==> config.mk <==
export PLATFORM = sky130hd
export DESIGN_NAME = mmio_peripheral_flat
export DESIGN_NICKNAME = d
export VERILOG_FILES = /design/src/rtl/mmio_peripheral_if.sv /design/src/rtl/mmio_peripheral.sv /design/src/flat_wrapper.sv
export SDC_FILE = /design/constraint.sdc
export NUM_CORES = 1
export LEC_CHECK = 0
export ABC_AREA = 1
export BUFFER_PORTS_ARGS = -buffer_cell sky130_fd_sc_hd__buf_2
export CAP_MARGIN = 20
export CORE_ASPECT_RATIO = 1.2
export CORE_MARGIN = 1.5
export CORE_UTILIZATION = 57
export DETAILED_ROUTE_END_ITERATION = 10
export GPL_TIMING_DRIVEN = 0
export PLACE_DENSITY = 0.88
export SETUP_SLACK_MARGIN = 0.2
export SLEW_MARGIN = 20
export SYNTH_ARGS = -nofsm -noshare
export SYNTH_HDL_FRONTEND = slang
export SYNTH_SLANG_ARGS = --single-unit
==> constraint.sdc <==
create_clock -name sysclk -period 3.93 [get_ports sysclk]
set_input_delay 0.393 -clock sysclk [delete_from_list [all_inputs] [get_ports sysclk]]
set_output_delay 0.393 -clock sysclk [all_outputs]
set_load 0.05 [all_outputs]
==> src/rtl/mmio_peripheral_if.sv <==
// CPU-side memory bus seen by the MMIO peripheral: EX/MEM address,
// store data and strobes in, combinational load data out.
interface mmio_peripheral_if;
  logic [31:0] Address;
  logic [31:0] Write_data;
  logic        MemRead;
  logic        MemWrite;
  logic [31:0] Read_data;

  modport master (
    output Address,
    output Write_data,
    output MemRead,
    output MemWrite,
    input  Read_data
  );

  modport slave (
    input  Address,
    input  Write_data,
    input  MemRead,
    input  MemWrite,
    output Read_data
  );
endinterface

==> src/rtl/mmio_peripheral.sv <==
// Memory-mapped peripheral: reloadable interval timer with interrupt,
// LED and 7-segment registers, switch input and a free-running cycle
// counter. Loads are combinational; stores land on the rising edge.
module mmio_peripheral #(
  parameter logic [31:0] BASE_ADDR  = 32'h40000000,
  parameter int          LED_WIDTH  = 8,
  parameter int          DIGI_WIDTH = 12
) (
  input  logic                  sysclk,
  input  logic                  reset,
  mmio_peripheral_if.slave      bus,
  input  logic [7:0]            switch,
  output logic [LED_WIDTH-1:0]  led,
  output logic [DIGI_WIDTH-1:0] digi,
  output logic                  irqout
);

  localparam logic [2:0] OFF_TH      = 3'd0;
  localparam logic [2:0] OFF_TL      = 3'd1;
  localparam logic [2:0] OFF_TCON    = 3'd2;
  localparam logic [2:0] OFF_LED     = 3'd3;
  localparam logic [2:0] OFF_SWITCH  = 3'd4;
  localparam logic [2:0] OFF_DIGI    = 3'd5;
  localparam logic [2:0] OFF_SYSTICK = 3'd6;

  logic [31:0]           th_q, th_d;
  logic [31:0]           tl_q, tl_d;
  logic [2:0]            tcon_q, tcon_d;
  logic [LED_WIDTH-1:0]  led_q, led_d;
  logic [DIGI_WIDTH-1:0] digi_q, digi_d;
  logic [31:0]           systick_q, systick_d;

  logic [2:0]  offset_s;
  logic        hit_s;
  logic        wr_en_s;
  logic [31:0] rdata_s;
  logic        unused_s;

  assign offset_s = bus.Address[4:2];
  assign unused_s = ^bus.Address[1:0];

  // Address decode: window match on the upper bits, and offset 7 is unmapped.
  always_comb begin
    hit_s   = (bus.Address[31:5] == BASE_ADDR[31:5]) && (offset_s != 3'd7);
    wr_en_s = bus.MemWrite && hit_s;
  end

  // Combinational load data from current register state (pre-write value).
  always_comb begin
    rdata_s = 32'h0000_0000;
    if (bus.MemRead && hit_s) begin
      case (offset_s)
        OFF_TH:      rdata_s = th_q;
        OFF_TL:      rdata_s = tl_q;
        OFF_TCON:    rdata_s = {29'd0, tcon_q};
        OFF_LED:     rdata_s = {{(32-LED_WIDTH){1'b0}}, led_q};
        OFF_SWITCH:  rdata_s = {24'd0, switch};
        OFF_DIGI:    rdata_s = {{(32-DIGI_WIDTH){1'b0}}, digi_q};
        OFF_SYSTICK: rdata_s = systick_q;
        default:     rdata_s = 32'h0000_0000;
      endcase
    end else begin
      rdata_s = 32'h0000_0000;
    end
  end

  assign bus.Read_data = rdata_s;

  // Next state: timer step first, then CPU stores override the fields they hit.
  always_comb begin
    th_d      = th_q;
    tl_d      = tl_q;
    tcon_d    = tcon_q;
    led_d     = led_q;
    digi_d    = digi_q;
    systick_d = systick_q + 32'd1;

    if (tcon_q[0]) begin
      if (tl_q == 32'hFFFF_FFFF) begin
        // Reload always takes the TH held before this edge.
        tl_d = th_q;
        if (tcon_q[1]) begin
          tcon_d[2] = 1'b1;
        end else begin
          tcon_d[2] = tcon_q[2];
        end
      end else begin
        tl_d = tl_q + 32'd1;
      end
    end else begin
      tl_d = tl_q;
    end

    if (wr_en_s) begin
      case (offset_s)
        OFF_TH:   th_d   = bus.Write_data;
        OFF_TL:   tl_d   = bus.Write_data;
        OFF_TCON: tcon_d = bus.Write_data[2:0];
        OFF_LED:  led_d  = bus.Write_data[LED_WIDTH-1:0];
        OFF_DIGI: digi_d = bus.Write_data[DIGI_WIDTH-1:0];
        default:  ;  // SWITCH and SYSTICK are read-only
      endcase
    end else begin
      th_d = th_d;
    end
  end

  // State registers with asynchronous clear.
  always_ff @(posedge sysclk or posedge reset) begin
    if (reset) begin
      th_q      <= 32'h0000_0000;
      tl_q      <= 32'h0000_0000;
      tcon_q    <= 3'b000;
      led_q     <= '0;
      digi_q    <= '0;
      systick_q <= 32'h0000_0000;
    end else begin
      th_q      <= th_d;
      tl_q      <= tl_d;
      tcon_q    <= tcon_d;
      led_q     <= led_d;
      digi_q    <= digi_d;
      systick_q <= systick_d;
    end
  end

  assign led    = led_q;
  assign digi   = digi_q;
  assign irqout = tcon_q[2];

endmodule

==> src/flat_wrapper.sv <==
// flat-port wrapper written by rule: the top's interface ports become plain ports
module mmio_peripheral_flat 
#(
  parameter logic [31:0] BASE_ADDR  = 32'h40000000,
  parameter int          LED_WIDTH  = 8,
  parameter int          DIGI_WIDTH = 12
)
  (sysclk, reset, switch, led, digi, irqout, bus_Address, bus_Write_data, bus_MemRead, bus_MemWrite, bus_Read_data);
  mmio_peripheral_if bus_i ();
  input  logic sysclk;
  input  logic reset;
  input  logic [7:0] switch;
  output logic [LED_WIDTH-1:0] led;
  output logic [DIGI_WIDTH-1:0] digi;
  output logic irqout;
  input wire logic [$bits(bus_i.Address)-1:0] bus_Address;
  input wire logic [$bits(bus_i.Write_data)-1:0] bus_Write_data;
  input wire logic [$bits(bus_i.MemRead)-1:0] bus_MemRead;
  input wire logic [$bits(bus_i.MemWrite)-1:0] bus_MemWrite;
  output wire logic [$bits(bus_i.Read_data)-1:0] bus_Read_data;
  assign bus_i.Address = bus_Address;
  assign bus_i.Write_data = bus_Write_data;
  assign bus_i.MemRead = bus_MemRead;
  assign bus_i.MemWrite = bus_MemWrite;
  assign bus_Read_data = bus_i.Read_data;
  mmio_peripheral #(.BASE_ADDR(BASE_ADDR), .LED_WIDTH(LED_WIDTH), .DIGI_WIDTH(DIGI_WIDTH)) u_core (.sysclk(sysclk), .reset(reset), .bus(bus_i), .switch(switch), .led(led), .digi(digi), .irqout(irqout));
endmodule
; Word-level counts from Yosys, hierarchy flattened
; Cells that the tools add are included.
; Widths: inputs -> output; s select.
[classes]
n_addsub = 2
eq_ne = 9
mux = 11
n_reduce_logical = 8
[op_table]
columns = cell, count
row1 = $pmux 32 s7, 1
row2 = $mux 32, 5
row3 = $add 32x1->32 const B, 2
row4 = $eq 32x32->1 const B, 1
row5 = $eq 27x26->1 const B, 1
row6 = $eq 3x3->1 const B, 3
row7 = $reduce_and 2->1, 4
row8 = $eq 3x2->1 const B, 2
row9 = $mux 3, 2
row10 = $eq 3x1->1 const B, 1
row11 = $logic_and 1x1->1, 3
row12 = $logic_not 3->1, 1
row13 = $mux 1, 3
row14 = $ne 3x3->1 const B, 1
[totals]
reg_bits = 119
inputBits = 76
output_inout_bits = 53
wordCells = 37

; Depth between registers and ports, before layout
[logic_depth]
word_depth = 5
mapped_depth = 11
depth_no_buf = 11

; Worst setup path after synthesis
; OpenSTA, ideal clock, no wires.
[synth_path]
path_type = in2out
start = in bus_Address[2]
end = out bus_Read_data[10]
arrival_time_ns = 2.179
required_ns = 3.537
slack_ns = 1.358
stages = 9
path_buffers = 2
path_cell_list = buf_2 > nand2_1 > nor2_1 > nor2_1 > nand2_1 > nor2_1 > nand2_1 > clkbuf_1 > a41oi_1
[synth_via]
elab_chain_cells = 4
elab_cells_between_ends = 12
classes_between = eq/ne: 7 / mux: 2 / reduce/logical: 3
[synth_rtl]
columns = item, line_no
row1 = from (decl), flat_wrapper.sv:16  ; input wire logic [$bits(bus_i.Address)-1:0] bus_Address;
row2 = branches (longest 3 deep; another with $pmux 32 s7), -
row3 = $mux 32 (*), mmio_peripheral.sv:51  ; if (bus.MemRead && hit_s) begin
row4 = to (decl), flat_wrapper.sv:20  ; output wire logic [$bits(bus_i.Read_data)-1:0] bus_Read_data;
; Mark *: on every way between the ends.

; Worst setup path after layout
[layout_path]
start = in bus_Address[26]
end = out bus_Read_data[11]
[layout_via]
elab_chain_cells = 4
[layout_rtl]
columns = item, line_no
row1 = $eq 27x26->1, mmio_peripheral.sv:44  ; hit_s = (bus.Address[31:5] == BASE_ADDR[31:5]) && (offset_s != 3'd7);
row2 = $logic_and 1x1->1, mmio_peripheral.sv:44
row3 = $logic_and 1x1->1, mmio_peripheral.sv:51
row4 = $mux 32, mmio_peripheral.sv:51
; No other way between the ends.

==> metrics.log <==
INFO  metric critical_path.max_fanout = 10
INFO  metric global_route_wire_length_before_repair = 42.0 mm
INFO  metric min_path_cells = 3
INFO  metric finalWirelength = 26.7 mm
INFO  metric cap_violations = 0
INFO  metric synthesis.yosys.warnings = 0
INFO  metric p_leak = 5.02 nW
INFO  metric timing.hold.worst.class = input port to flop
INFO  metric clock_tree.htree_level_count = 4
INFO  metric clk_pin_slew = 0.05 ns
INFO  metric transition_time_at_the_pin_with_the_least_slew_margin = 0.726 ns
INFO  metric final.period_utilization = 72.4%
INFO  metric synth.top_cells.by_count = nand2_1, nor2_1, dfrtp_1
INFO  metric ys_types = 30
INFO  metric worstHoldStart = bus_Write_data[31]
INFO  metric asyncSetResetFlopFracSynth = 100%
INFO  metric syn_area_cell = 6.54 µm²
INFO  metric report.final.slew_viol_count = 0
INFO  metric synth.area.top_cells = dfrtp_1, nand2_1, nor2_1, nand3_1, inv_1
INFO  metric netlist.top_cell.by_area = dfrtp_1
INFO  metric syn2layout_area_growth = 19.8%
INFO  metric final_nets = 1396
INFO  metric die_width = 109 µm
INFO  metric design.portCount = 129
INFO  metric antenna_found_initial = 1
INFO  metric run_status = finished clean
INFO  metric insertion_delay = 0.43 ns
INFO  metric layout_min_cycle_time = 2.85 ns
INFO  metric post-synth-top-area-fraction = 38.8%
INFO  metric total_clock_buffers_created_by_cts = 17
INFO  metric route.vias.total = 8899
INFO  metric drc = 0
INFO  metric port-buffer-count = 125
INFO  metric synthMostInstantiatedCell = nand2_1
INFO  metric number_of_sinks_driven_by_the_clock_tree = 119
INFO  metric critPathLaunchType = input port
INFO  metric vdd.ir_drop.worst = 0.381 mV
INFO  metric r2r-end = u_core.tcon_q[2]
INFO  metric dominantRegCellSynth = dfrtp_1
INFO  metric total_setup_violations_reported_at_the_end_of_the_flow = 0
INFO  metric syn_inst = 1172
INFO  metric worstReg2RegStart = u_core.tl_q[1]
INFO  metric setup_ws = 1.08 ns
INFO  metric yosys_register_bits = 119
INFO  metric place.gp.congestion = 0.991
INFO  metric placement_rows = 46
INFO  metric total_nets_after_synthesis = 1250
INFO  metric grt_pass1_vias = 8170
INFO  metric r2r_slack = 1.56 ns
INFO  metric detailed_place_hpwl = 19.8 mm
INFO  metric setup.worst_path.class = input port to output port
INFO  metric overflow = 0
INFO  metric via_per_inst = 5.94
INFO  metric placement.setup.worst_slack = 1.21 ns
INFO  metric totalPowerFinal = 3.07 mW
INFO  metric fin_worst_skew = 0.00785 ns
INFO  metric chipHeight = 130 µm
INFO  metric route.detailed.wl_per_inst = 17.8 µm
INFO  metric area_of_the_die = 14200 µm²
INFO  metric ys_seq_area_share = 38.8%
INFO  metric ant_nets = 0
INFO  metric grt_util_all_layers = 39.7%
INFO  metric timing.max_slew.rel_slack = 51.2%
INFO  metric clock-root-buffer = clkbuf_16
INFO  metric netlist_area = 7670 µm²
INFO  metric detail_route.first_pass.iterations = 6
INFO  metric initial_core_util = 58.2%
INFO  metric smallest_hold_slack = 0.213 ns
INFO  metric finalHoldViolations = 0
INFO  metric drtIter0Drc = 1037
INFO  metric share_of_layout_cells_above_drive_strength_1 = 13.8%
INFO  metric placeableCoreArea = 13200 µm²
INFO  metric ff2ff_path_depth = 11
INFO  metric cts_max_path_buffers = 2
INFO  metric power_per_cell_area = 334 nW/µm²
INFO  metric clock.fmax = 351 MHz
INFO  metric grt_setup_unrepaired = no
INFO  metric crit_arrival = 2.45 ns
INFO  metric cts_tree = done
INFO  metric postPlaceCellArea = 8540 µm²
INFO  metric largest_net_degree_at_the_start_of_global_routing = 77
INFO  metric final_cell_area = 9180 µm²
INFO  metric hold_path_end = u_core.th_q[31]
INFO  metric crit_required = 3.54 ns
INFO  metric synth_enable_flop_cells = 0
INFO  metric cts-resized-gates = 0
INFO  metric critical_path.endpoint_type = output port
INFO  metric n_antenna_cell = 0
worst max-delay path, cell delays in order:
cell      delay (ns)
buf_2           0.09
nor2_1          0.10
nand2_1         0.06
nor2_1          0.10
nand2_1         0.10
nor2_1          0.34
nand2_1         0.27
clkbuf_1        0.32
a41oi_1         0.34
buf_2           0.33
metrics by stage:
step / util (%) / TNS [ns] / std cells
floorplan: - / 0 / 1172
global placement: 64.5 / -117.38 / 1465
detailed placement: 64.8 / 0 / 1466
CTS: 69.7 / 0 / 1498
global route: 69.7 / 0 / 1498
finish: 69.7 / 0 / 1498
what timing repair did:
| action | in CTS | in global routing |
|---|---|---|
| hold buffers | 1 | 0 |
| buffers inserted | 0 | 0 |
| endpoints found under the hold margin | 30 | 0 |
cell usage in the layout, fill, tap and decap left out, types with 2 or more instances in the layout:
cell        instances
nand4_1            23
clkinvlp_4          2
nand3b_1            9
inv_1             108
nor2_1            159
bufinv_16           5
buf_2             138
nand3_1            89
xnor2_1            10
nand3_2             2
ha_1                2
a41oi_1            12
clkbuf_8            2
clkbuf_1           32
o21ai_1            32
a31oi_1            19
clkinv_1            2
nand2_2             3
dfrtp_1           119
nor2_4              3
clkbuf_16          17
nor3_1             14
nand2_1           440
a21oi_1            41
xor2_1             24
o21ai_0             8
buf_6               3
nor2_2              2
worst max path at each step:
stage | from | endpoint | slack [ns] | cells after the start
2_1_floorplan | reset | u_core.digi[0] | 0.38 | 1
3_3_place_gp | reset | u_core.tl_q[27] | -1.0 | 2
3_5_place_dp | bus_Address[26] | bus_Read_data[11] | 1.21 | 10
4_1_cts | bus_Address[26] | bus_Read_data[11] | 1.19 | 10
5_1_grt | bus_Address[2] | bus_Read_data[11] | 1.00 | 10
6_report | bus_Address[26] | bus_Read_data[11] | 1.08 | 10
layout make-up:
class	instances	area, µm²
clock inverter	8	170
inverter	112	425
tap	168	210
clock buffer	23	468
multi-input combinational	897	4070
fill	1130	4000
buffer	44	204
sequential	119	2980
timing repair buffer	127	663
metal layers:
metal | track usage, % | wire length [µm] | vias up
li1 | - | - | 4025
met1 | 49.0 | 9800 | 4065
met2 | 62.2 | 12000 | 665
met3 | 10.3 | 3070 | 144
met4 | 23.7 | 1770 | 0
met5 | 1.79 | 0 | -
cell families (layout without fill, tap and decap cells):
family,count (synthesis),count (layout),share of synthesized area [%]
and+or+nand+nor,746,746,40.3
buffers and inverters,156,314,8.14
DFF,119,119,38.8
AOI/OAI and AO/OA,115,115,8.52
xor gates and xnor gates,34,34,3.88
adders and majority gates,2,2,0.326
where the power goes:
group,switching [mW],leakage [nW],internal (mW)
registers,0.000000553,1.48,1.23
clock network,0.559,0.303,1.15
logic,0.0877,3.23,0.0409
flip-flops by register name, indices dropped and copies added (netlist names):
| signal | cells |
|---|---|
| u_core.digi | 12 |
| u_core.tl_q | 32 |
| u_core.systick_q | 32 |
| u_core.th_q | 32 |
| u_core.tcon_q | 3 |
| u_core.led | 8 |
No activity file was read; power rests on OpenSTA's default activity.
